==> config.mk <==
export PLATFORM = sky130hd
export DESIGN_NAME = usb_tx_scheduler_flat
export DESIGN_NICKNAME = d
export VERILOG_FILES = /design/src/rtl/usb_tx_pkg.sv /design/src/rtl/usb_tx_scheduler_if.sv /design/src/rtl/usb_tx_priority_arb.sv /design/src/rtl/usb_tx_scheduler.sv /design/src/flat_wrapper.sv
export SDC_FILE = /design/constraint.sdc
export NUM_CORES = 1
export LEC_CHECK = 0
export CAP_MARGIN = 10
export CORE_MARGIN = 2
export CORE_UTILIZATION = 38
export CTS_CLUSTER_DIAMETER = 80
export CTS_CLUSTER_SIZE = 25
export DETAILED_ROUTE_END_ITERATION = 10
export GPL_TIMING_DRIVEN = 0
export PLACE_DENSITY = 0.77
export SLEW_MARGIN = 5
export SYNTH_ARGS = -nofsm -noshare
export SYNTH_HDL_FRONTEND = slang
export SYNTH_SLANG_ARGS = --single-unit
==> constraint.sdc <==
create_clock -name clock -period 2.2 [get_ports clock]
set_input_delay 0.44 -clock clock [delete_from_list [all_inputs] [get_ports clock]]
set_output_delay 0.44 -clock clock [all_outputs]
set_load 0.02 [all_outputs]
==> src/rtl/usb_tx_pkg.sv <==
// Shared types and widths for the USB transmit scheduler slice.
package usb_tx_pkg;

    localparam int TOK_PKT_W  = 19;
    localparam int DATA_PKT_W = 72;
    localparam int PID_W      = 8;

    typedef enum logic [1:0] {
        IDLE,
        HS_SEND,
        WAIT_DONE,
        GAP
    } tx_state_t;

    typedef enum logic [1:0] {
        SRC_HS,
        SRC_TOK,
        SRC_DATA
    } tx_src_t;

endpackage

==> src/rtl/usb_tx_scheduler_if.sv <==
// Requester / encoder / DPDM-facing signals of the transmit scheduler.
// The master side belongs to the protocol handlers and the line driver,
// the slave side to the scheduler itself.
interface usb_tx_scheduler_if;
    import usb_tx_pkg::*;

    logic                  tok_req;
    logic [TOK_PKT_W-1:0]  tok_pkt;
    logic                  data_req;
    logic [DATA_PKT_W-1:0] data_pkt;
    logic                  hs_req;
    logic [PID_W-1:0]      hs_pid;
    logic                  out_done;

    logic                  tok_ack;
    logic                  data_ack;
    logic                  hs_ack;
    logic                  crc5_pkt_ready;
    logic [TOK_PKT_W-1:0]  crc5_pkt_in;
    logic                  crc16_pkt_ready;
    logic [DATA_PKT_W-1:0] crc16_pkt_in;
    logic                  ph_out_bit;
    logic                  ph_sending;
    logic                  tx_busy;
    logic                  tx_done;
    logic                  tx_timeout;

    modport master (
        output tok_req, tok_pkt, data_req, data_pkt, hs_req, hs_pid, out_done,
        input  tok_ack, data_ack, hs_ack,
        input  crc5_pkt_ready, crc5_pkt_in, crc16_pkt_ready, crc16_pkt_in,
        input  ph_out_bit, ph_sending, tx_busy, tx_done, tx_timeout
    );

    modport slave (
        input  tok_req, tok_pkt, data_req, data_pkt, hs_req, hs_pid, out_done,
        output tok_ack, data_ack, hs_ack,
        output crc5_pkt_ready, crc5_pkt_in, crc16_pkt_ready, crc16_pkt_in,
        output ph_out_bit, ph_sending, tx_busy, tx_done, tx_timeout
    );

endinterface

==> src/rtl/usb_tx_priority_arb.sv <==
// Fixed-priority request picker: handshake beats token beats data.
// No fairness state; a losing requester simply keeps asking.
module usb_tx_priority_arb
    import usb_tx_pkg::*;
(
    input  logic    hs_req,
    input  logic    tok_req,
    input  logic    data_req,
    output logic    grant_valid,
    output tx_src_t grant_src
);

    // Pick the highest-priority active request
    always_comb begin
        grant_valid = hs_req | tok_req | data_req;
        grant_src   = SRC_HS;
        if (hs_req) begin
            grant_src = SRC_HS;
        end else if (tok_req) begin
            grant_src = SRC_TOK;
        end else if (data_req) begin
            grant_src = SRC_DATA;
        end
    end

endmodule

==> src/rtl/usb_tx_scheduler.sv <==
// Transmit scheduler: grants one packet at a time to the CRC5, CRC16 or
// raw handshake path, waits for the line driver to finish (or gives up),
// then enforces an inter-packet gap before the next grant.
module usb_tx_scheduler
    import usb_tx_pkg::*;
#(
    parameter int GAP_CYCLES     = 2,
    parameter int TIMEOUT_CYCLES = 255,
    parameter int TMR_W          = 8
) (
    input logic               clock,
    input logic               reset_n,
    usb_tx_scheduler_if.slave bus
);

    localparam logic [TMR_W-1:0] HS_LAST  = TMR_W'(PID_W - 1);
    localparam logic [TMR_W-1:0] TO_LAST  = TMR_W'(TIMEOUT_CYCLES - 1);
    localparam logic [TMR_W-1:0] GAP_LAST = TMR_W'(GAP_CYCLES - 1);

    tx_state_t             state, state_nxt;
    logic [TMR_W-1:0]      tmr, tmr_nxt;
    logic [PID_W-1:0]      pid_sr, pid_sr_nxt;
    logic [TOK_PKT_W-1:0]  crc5_q, crc5_nxt;
    logic [DATA_PKT_W-1:0] crc16_q, crc16_nxt;
    logic                  crc5_rdy_q, crc5_rdy_nxt;
    logic                  crc16_rdy_q, crc16_rdy_nxt;
    logic                  tok_ack_q, tok_ack_nxt;
    logic                  data_ack_q, data_ack_nxt;
    logic                  hs_ack_q, hs_ack_nxt;
    logic                  done_q, done_nxt;
    logic                  timeout_q, timeout_nxt;
    logic                  launch_cycle;
    logic                  grant_valid;
    tx_src_t               grant_src;

    usb_tx_priority_arb u_arb (
        .hs_req      (bus.hs_req),
        .tok_req     (bus.tok_req),
        .data_req    (bus.data_req),
        .grant_valid (grant_valid),
        .grant_src   (grant_src)
    );

    // The cycle carrying a pkt_ready strobe is the encoder's launch; the
    // timeout budget starts counting only after it.
    assign launch_cycle = crc5_rdy_q | crc16_rdy_q;

    // Next-state, counter and strobe decode
    always_comb begin
        state_nxt     = state;
        tmr_nxt       = tmr;
        pid_sr_nxt    = pid_sr;
        crc5_nxt      = crc5_q;
        crc16_nxt     = crc16_q;
        crc5_rdy_nxt  = 1'b0;
        crc16_rdy_nxt = 1'b0;
        tok_ack_nxt   = 1'b0;
        data_ack_nxt  = 1'b0;
        hs_ack_nxt    = 1'b0;
        done_nxt      = 1'b0;
        timeout_nxt   = 1'b0;

        case (state)
            IDLE: begin
                tmr_nxt = '0;
                if (grant_valid) begin
                    case (grant_src)
                        SRC_HS: begin
                            hs_ack_nxt = 1'b1;
                            pid_sr_nxt = bus.hs_pid;
                            state_nxt  = HS_SEND;
                        end
                        SRC_TOK: begin
                            tok_ack_nxt  = 1'b1;
                            crc5_nxt     = bus.tok_pkt;
                            crc5_rdy_nxt = 1'b1;
                            state_nxt    = WAIT_DONE;
                        end
                        SRC_DATA: begin
                            data_ack_nxt  = 1'b1;
                            crc16_nxt     = bus.data_pkt;
                            crc16_rdy_nxt = 1'b1;
                            state_nxt     = WAIT_DONE;
                        end
                        default: begin
                            state_nxt = IDLE;
                        end
                    endcase
                end
            end

            HS_SEND: begin
                pid_sr_nxt = pid_sr >> 1;
                if (tmr == HS_LAST) begin
                    tmr_nxt   = '0;
                    state_nxt = WAIT_DONE;
                end else begin
                    tmr_nxt = tmr + TMR_W'(1);
                end
            end

            WAIT_DONE: begin
                if (bus.out_done) begin
                    done_nxt  = 1'b1;
                    tmr_nxt   = '0;
                    state_nxt = GAP;
                end else if (tmr == TO_LAST) begin
                    timeout_nxt = 1'b1;
                    tmr_nxt     = '0;
                    state_nxt   = GAP;
                end else if (!launch_cycle) begin
                    tmr_nxt = tmr + TMR_W'(1);
                end
            end

            GAP: begin
                if (tmr == GAP_LAST) begin
                    tmr_nxt   = '0;
                    state_nxt = IDLE;
                end else begin
                    tmr_nxt = tmr + TMR_W'(1);
                end
            end

            default: begin
                tmr_nxt   = '0;
                state_nxt = IDLE;
            end
        endcase
    end

    // State register
    always_ff @(posedge clock or negedge reset_n) begin
        if (!reset_n) begin
            state <= IDLE;
        end else begin
            state <= state_nxt;
        end
    end

    // Counter, PID shifter, latched packets and one-cycle strobes
    always_ff @(posedge clock or negedge reset_n) begin
        if (!reset_n) begin
            tmr         <= '0;
            pid_sr      <= '0;
            crc5_q      <= '0;
            crc16_q     <= '0;
            crc5_rdy_q  <= 1'b0;
            crc16_rdy_q <= 1'b0;
            tok_ack_q   <= 1'b0;
            data_ack_q  <= 1'b0;
            hs_ack_q    <= 1'b0;
            done_q      <= 1'b0;
            timeout_q   <= 1'b0;
        end else begin
            tmr         <= tmr_nxt;
            pid_sr      <= pid_sr_nxt;
            crc5_q      <= crc5_nxt;
            crc16_q     <= crc16_nxt;
            crc5_rdy_q  <= crc5_rdy_nxt;
            crc16_rdy_q <= crc16_rdy_nxt;
            tok_ack_q   <= tok_ack_nxt;
            data_ack_q  <= data_ack_nxt;
            hs_ack_q    <= hs_ack_nxt;
            done_q      <= done_nxt;
            timeout_q   <= timeout_nxt;
        end
    end

    assign bus.tok_ack         = tok_ack_q;
    assign bus.data_ack        = data_ack_q;
    assign bus.hs_ack          = hs_ack_q;
    assign bus.crc5_pkt_ready  = crc5_rdy_q;
    assign bus.crc5_pkt_in     = crc5_q;
    assign bus.crc16_pkt_ready = crc16_rdy_q;
    assign bus.crc16_pkt_in    = crc16_q;
    assign bus.ph_sending      = (state == HS_SEND);
    assign bus.ph_out_bit      = (state == HS_SEND) & pid_sr[0];
    assign bus.tx_busy         = (state != IDLE);
    assign bus.tx_done         = done_q;
    assign bus.tx_timeout      = timeout_q;

endmodule

==> src/flat_wrapper.sv <==
// flat-port wrapper written by rule: the top's interface ports become plain ports
module usb_tx_scheduler_flat import usb_tx_pkg::*;
#(
    parameter int GAP_CYCLES     = 2,
    parameter int TIMEOUT_CYCLES = 255,
    parameter int TMR_W          = 8
)
  (clock, reset_n, bus_tok_req, bus_tok_pkt, bus_data_req, bus_data_pkt, bus_hs_req, bus_hs_pid, bus_out_done, bus_tok_ack, bus_data_ack, bus_hs_ack, bus_crc5_pkt_ready, bus_crc5_pkt_in, bus_crc16_pkt_ready, bus_crc16_pkt_in, bus_ph_out_bit, bus_ph_sending, bus_tx_busy, bus_tx_done, bus_tx_timeout);
  usb_tx_scheduler_if bus_i ();
  input logic clock;
  input logic reset_n;
  input wire logic [$bits(bus_i.tok_req)-1:0] bus_tok_req;
  input wire logic [$bits(bus_i.tok_pkt)-1:0] bus_tok_pkt;
  input wire logic [$bits(bus_i.data_req)-1:0] bus_data_req;
  input wire logic [$bits(bus_i.data_pkt)-1:0] bus_data_pkt;
  input wire logic [$bits(bus_i.hs_req)-1:0] bus_hs_req;
  input wire logic [$bits(bus_i.hs_pid)-1:0] bus_hs_pid;
  input wire logic [$bits(bus_i.out_done)-1:0] bus_out_done;
  output wire logic [$bits(bus_i.tok_ack)-1:0] bus_tok_ack;
  output wire logic [$bits(bus_i.data_ack)-1:0] bus_data_ack;
  output wire logic [$bits(bus_i.hs_ack)-1:0] bus_hs_ack;
  output wire logic [$bits(bus_i.crc5_pkt_ready)-1:0] bus_crc5_pkt_ready;
  output wire logic [$bits(bus_i.crc5_pkt_in)-1:0] bus_crc5_pkt_in;
  output wire logic [$bits(bus_i.crc16_pkt_ready)-1:0] bus_crc16_pkt_ready;
  output wire logic [$bits(bus_i.crc16_pkt_in)-1:0] bus_crc16_pkt_in;
  output wire logic [$bits(bus_i.ph_out_bit)-1:0] bus_ph_out_bit;
  output wire logic [$bits(bus_i.ph_sending)-1:0] bus_ph_sending;
  output wire logic [$bits(bus_i.tx_busy)-1:0] bus_tx_busy;
  output wire logic [$bits(bus_i.tx_done)-1:0] bus_tx_done;
  output wire logic [$bits(bus_i.tx_timeout)-1:0] bus_tx_timeout;
  assign bus_i.tok_req = bus_tok_req;
  assign bus_i.tok_pkt = bus_tok_pkt;
  assign bus_i.data_req = bus_data_req;
  assign bus_i.data_pkt = bus_data_pkt;
  assign bus_i.hs_req = bus_hs_req;
  assign bus_i.hs_pid = bus_hs_pid;
  assign bus_i.out_done = bus_out_done;
  assign bus_tok_ack = bus_i.tok_ack;
  assign bus_data_ack = bus_i.data_ack;
  assign bus_hs_ack = bus_i.hs_ack;
  assign bus_crc5_pkt_ready = bus_i.crc5_pkt_ready;
  assign bus_crc5_pkt_in = bus_i.crc5_pkt_in;
  assign bus_crc16_pkt_ready = bus_i.crc16_pkt_ready;
  assign bus_crc16_pkt_in = bus_i.crc16_pkt_in;
  assign bus_ph_out_bit = bus_i.ph_out_bit;
  assign bus_ph_sending = bus_i.ph_sending;
  assign bus_tx_busy = bus_i.tx_busy;
  assign bus_tx_done = bus_i.tx_done;
  assign bus_tx_timeout = bus_i.tx_timeout;
  usb_tx_scheduler #(.GAP_CYCLES(GAP_CYCLES), .TIMEOUT_CYCLES(TIMEOUT_CYCLES), .TMR_W(TMR_W)) u_core (.clock(clock), .reset_n(reset_n), .bus(bus_i));
endmodule
Yosys cells after proc, flatten, opt, wreduce, memory -nomap -nowiden
Cells that the tools add are included.
{"block": "totals", "reg_bits": 114, "latch_bits": 0, "mem_bits_rw": 0, "romBits": 0, "out_inout_bits": 101, "wordCells": 71, "mem_count": 0}
{"block": "op_classes", "addsub": 1, "mul": 0, "n_div": 0, "magnitude_cmp": 0, "eq_ne": 14, "shifts": 0, "muxes": 33, "bitwise_logic": 4, "reduce_logical": 9}
{"operator": "2-to-1 mux 8 bit", "count": 7}
{"operator": "one-hot mux 8 bit (4 select lines)", "count": 1}
{"operator": "2-to-1 mux 2 bit", "count": 8}
{"operator": "one-hot mux 8 bit (2 select lines)", "count": 1}
{"operator": "2-to-1 mux 1 bit", "count": 14}
{"operator": "AND reduction 3 bit", "count": 3}
{"operator": "adder 8 x 1 -> 8 bit (second input constant)", "count": 1}
{"operator": "== test 8 x 1 -> 1 bit (second input constant)", "count": 1}
{"operator": "== test 8 x 3 -> 1 bit (second input constant)", "count": 1}
{"operator": "== test 8 bit (second input constant)", "count": 1}
{"operator": "one-hot mux 2 bit (4 select lines)", "count": 1}
{"operator": "== test 2 bit (second input constant)", "count": 3}
{"operator": "!= test 2 x 1 -> 1 bit (second input constant)", "count": 3}
{"operator": "== test 2 x 1 -> 1 bit (second input constant)", "count": 2}
{"operator": "logical NOT 2 bit", "count": 2}
{"operator": "!= test 4 bit (second input constant)", "count": 1}
{"operator": "one-hot mux 2 bit (2 select lines)", "count": 1}
{"operator": "AND reduction 4 bit", "count": 1}
{"operator": "nonzero test 2 bit", "count": 2}
{"operator": "!= test 3 x 2 -> 1 bit (second input constant)", "count": 1}
{"operator": "bitwise OR 1 bit", "count": 3}
{"operator": "!= test 2 bit (second input constant)", "count": 1}
{"operator": "OR reduction 2 bit", "count": 1}
{"operator": "AND 1 bit", "count": 1}

Logic depth before layout (Yosys ltp)
{"block": "depth", "depth_word": 8, "mapped_depth": 9, "mapped_depth_nobuf": 7}

Modules after synthesis
A second synthesis with hierarchy kept.
{"block": "unflattened", "hier_cells": 333, "area_unflattened_um2": 4748.3}
{"module": "usb_tx_scheduler", "n_inst": 1, "cells_per_inst": 330, "area_per_inst_um2": 4728.3}
{"module": "usb_tx_priority_arb", "n_inst": 1, "cells_per_inst": 3, "area_per_inst_um2": 20.0}

Worst setup path before layout
No wires, ideal clock.
{"block": "synth_timing", "path_type": "register to register", "from": "reg u_core.state[0]", "to": "reg u_core.crc5_q[0], in the netlist u_core.bus.crc5_pkt_in[0]", "setup_time_ns": 0.125, "arrival_time_ns": 2.280, "required_time_ns": 2.075, "slack_ns": -0.205, "path_stages_with_launch": 10, "path_buffers": 3, "cell_sequence": "dfrtp_1 inv_1 ha_1 inv_1 clkbuf_1 nor2_1 clkbuf_1 nand2_1 clkbuf_1 mux2_2"}
{"block": "synth_via", "elab_chain_len": 2}
{"element": "start, declared", "line": "usb_tx_scheduler.sv:20", "rtl": "tx_state_t state, state_nxt;"}
{"element": "start signal, assigned", "line": "usb_tx_scheduler.sv:137", "rtl": "state <= state_nxt;"}
{"element": "logical NOT 2 bit", "line": "usb_tx_scheduler.sv:63", "rtl": "case (state)"}
{"element": "AND reduction 3 bit (no source line)"}
{"element": "end signal, assigned", "line": "usb_tx_scheduler.sv:158", "rtl": "crc5_q <= crc5_nxt;"}
{"element": "end, declared", "line": "usb_tx_scheduler.sv:23", "rtl": "logic [TOK_PKT_W-1:0] crc5_q, crc5_nxt;"}
Every way passes these cells.
A chain may end at the register's enable or synchronous reset.

Worst setup path in the final report
{"block": "layout_timing", "from": "reg u_core.tmr[0]", "to": "reg u_core.state[0]"}
{"block": "layout_via", "elab_chain_len": 3, "word_cells_on_any_way": 7}
{"element": "start, declared", "line": "usb_tx_scheduler.sv:21", "rtl": "logic [TMR_W-1:0] tmr, tmr_nxt;"}
{"element": "start signal, assigned", "line": "usb_tx_scheduler.sv:156", "rtl": "tmr <= tmr_nxt;"}
{"element": "== test 8 bit, or another cell as far along", "line": "usb_tx_scheduler.sv:107", "rtl": "end else if (tmr == TO_LAST) begin"}
{"element": "!= test 3 x 2 -> 1 bit (no source line) or != test 2 x 1 -> 1 bit (tied branches)"}
{"element": "AND reduction 4 bit (no source line) *"}
Every way passes the cells marked *; elsewhere a longest branch is shown, timed or not.

==> impl_metrics.yaml <==
min_path:
  hold_path.class: "input port to async pin"
clock_network:
  clkLatencyLatePin_ps: 400
  cts_made_buffers: 17
  cts_sinks: 114
  cts_tree: "yes"
  cts_root_buffer: "clkbuf_16"
  cts.clk_slew.worst_paths_ps: 50
  h-tree-depth: 4
  cts_buffer_depth: 2
placed_design:
  placed_cell_area_mm2: 0.00695
  port-buffer-count: 205
  dp.cells: 689
  dpl.hpwl_mm: 8.79
  globalplace.congestion: 0.897
  place_ws_ps: -606
floorplan:
  dieArea_mm2: 0.0132
  ios: 206
  fp.dieW_um: 115
  die_h_um: 115
  core_mm2: 0.0120
  start_util_pct: 39.0
  num_rows: 40
sta:
  finalHoldViolCount: 5
  fmax_mhz: 467
  relSlewSlack_pct: 64.3
  worst_pin_slew_ps: 535
  whs_ps: -9.32
  slew_violations: 0
  rsz0062_at_grt: "true"
  worst_slack_ps: 58.4
  fin_crit_ps: 2140
  final.setup.tns_ps: 0
  fin_crit_sh_pct: 97.3
  clock_skew_ps: 7.11
  finalSetupViolCount: 0
setup_path:
  rr_startpoint: "u_core.tmr[0]$_DFFE_PN0P_"
  path_max_fanout: 5
  r2r_cells: 6
  arrival_ps: 2430
  endpoint_kind: "flip-flop"
  crit_start: "u_core.tmr[0]$_DFFE_PN0P_"
  reg2reg_slack_ps: 60
  crit_type: "flip-flop to flip-flop"
  cp-start-kind: "flip-flop"
  r2r-end: "u_core.state[0]$_DFFE_PN0P_"
  required_ps: 2490
power_and_ir_drop:
  p_int_mw: 7.51
  vdd_ir_drop_max_v: 0.000827
  comb_power_share_pct: 44.3
  power.total_mw: 11.3
  p_clk_share_pct: 24.1
  seqPwrFrac_pct: 31.5
  powerDensity_mw_per_mm2: 1480
  p_sw_mw: 3.79
  p_leak_nw: 3.27
  switching_share_pct: 33.5
final_layout:
  post-route-cell-area_mm2: 0.00763
  mostFrequentLayoutCells: "clkdlybuf4s50_1, dfrtp_1, mux2_2"
  finalNonFillerCells: 723
  fin_nets: 676
  num_antenna_cells: 0
  utilization_pct: 63.6
  area_delta_synth_final_pct: 63.0
  final_common_cell: "clkdlybuf4s50_1"
  drive_above_1_share_pct: 26.7
synthesis:
  synth_top_cell_area_share_pct: 60.9
  yosysTopAreaCell: "dfrtp_1"
  yosysWarnings: 0
  synth.ff_latch_count: 114
  syn_area_per_cell_um2: 13.9
  ys_seq_area_share_pct: 60.9
  netlist_area_mm2: 0.00468
  synth_cells: 336
  ys_types: 35
  synth_fp_nets: 449
  synth_area_leaders: "dfrtp_1, mux2_2, ha_1, and3_1, a21oi_1"
grt:
  grt_pass1_wl_mm: 18.9
  grt_usage_pct: 18.7
  grt_pass1_vias: 3884
  antenna_found_initial: 0
  grt_max_degree: 61
  grt-ovfl-total: 0
status:
  outcome: "complete, but fails checks"
  failed_checks: "negative hold slack"
routing:
  wl_mm: 11.9
  vias: 3591
  first_pass_iters: 4
  ant_nets: 0
  drtIter0Drc: 121
  remaining_drc_errors: 0
  wl_per_cell_um: 16.5
  post_drt_via_cell_ratio: 4.97
job:
  maxCapViolCount: 0
## sequential cells by signal, summed over array words and instances, names as in the netlist
name,count
u_core.bus.tx_done,1
u_core.state,2
u_core.tmr,8
u_core.bus.crc16_pkt_in,72
u_core.bus.crc16_pkt_ready,1
u_core.bus.hs_ack,1
u_core.bus.crc5_pkt_ready,1
u_core.pid_sr,8
u_core.bus.crc5_pkt_in,19
u_core.bus.tx_timeout,1
## layout make-up
| cell class | instances | area (um^2) |
|---|---|---|
| Fill cell | 934 | 4380 |
| Sequential cell | 114 | 2850 |
| Timing Repair Buffer | 208 | 2090 |
| Multi-Input combinational cell | 196 | 1760 |
| Clock buffer | 22 | 454 |
| Tap cell | 147 | 184 |
| Clock inverter | 10 | 134 |
| Buffer | 18 | 123 |
| Inverter | 8 | 30.0 |
## cell usage after synthesis
cell type and number:
nand3_1 6, mux2_4 1, ha_1 8, o21ai_0 11, o41ai_1 3, or3_1 2
buf_2 8, a211o_1 1, nor3_1 5, clkbuf_1 8, nor2b_1 1, dfrtp_1 114
or4b_1 1, o41a_1 1, and3_1 10, and4_1 1, or4b_2 2, a22oi_1 8
nor4b_1 1, and2_1 3, o31ai_2 1, a211oi_1 1, or2_4 1, a21oi_1 12
o21ai_1 1, o2bb2a_1 2, mux2i_1 1, mux2_2 91, nand2_1 9, inv_1 8
o21a_1 1, o31ai_1 1, buf_4 2, nand2b_1 1, nor2_1 9
## how the worst max path moves through the flow
stage          cells past startpoint                                      end
6_report                           6              u_core.state[0]$_DFFE_PN0P_
5_1_grt                            7              u_core.state[0]$_DFFE_PN0P_
4_1_cts                            5                           bus_ph_out_bit
3_5_place_dp                       6  u_core.bus.crc16_pkt_in[24]$_DFFE_PN0P_
3_3_place_gp                       1  u_core.bus.crc16_pkt_in[52]$_DFFE_PN0P_
2_1_floorplan                      7              u_core.state[0]$_DFFE_PN0P_
## worst max-delay path, cell delays in order, from the launching register on
cell and delay [ps]:
dfrtp_1 400, ha_1 160, or4b_1 420, o21a_1 210, or2_4 250, a211o_1 280
mux2_4 310
## what timing repair did
item / 4_1_cts / 5_1_grt
pin swaps: 1 / 2
setup buffers: 1 / 1
gates cloned: 0 / 0
endpoints found under the hold margin: 0 / 0
gates resized for setup: 21 / 18
endpoints found under the setup margin: 104 / 96
hold buffers: 0 / 0
## kinds of logic after synthesis
logic type	count (synthesis)	share of synthesized area, %
compound gates	43	6.01
fa+ha+maj	8	2.14
buf+inv	26	2.46
flops	114	60.9
mux	93	22.4
simple gates	52	6.09
## per-layer routing
| layer | up-vias | global-route usage [%] | share of wire (%) |
|---|---|---|---|
| met5 | - | 0 | 0 |
| met4 | 0 | 7.55 | 2.2 |
| met3 | 22 | 8.43 | 7.8 |
| met2 | 112 | 32.5 | 53 |
| met1 | 1789 | 19.9 | 37 |
| li1 | 1668 | - | - |
## power groups by stage
stage                     registers (mW)  clock network, mW  logic (mW)
after floorplan                     4.59                  0        1.47
after global placement              3.54                  0        4.84
after detailed placement            3.59                  0        4.94
after CTS                           3.58               2.78        5.06
after global routing                3.70               2.88        5.31
final                               3.57               2.73        5.01
Power figures use the tool's default switching activity.
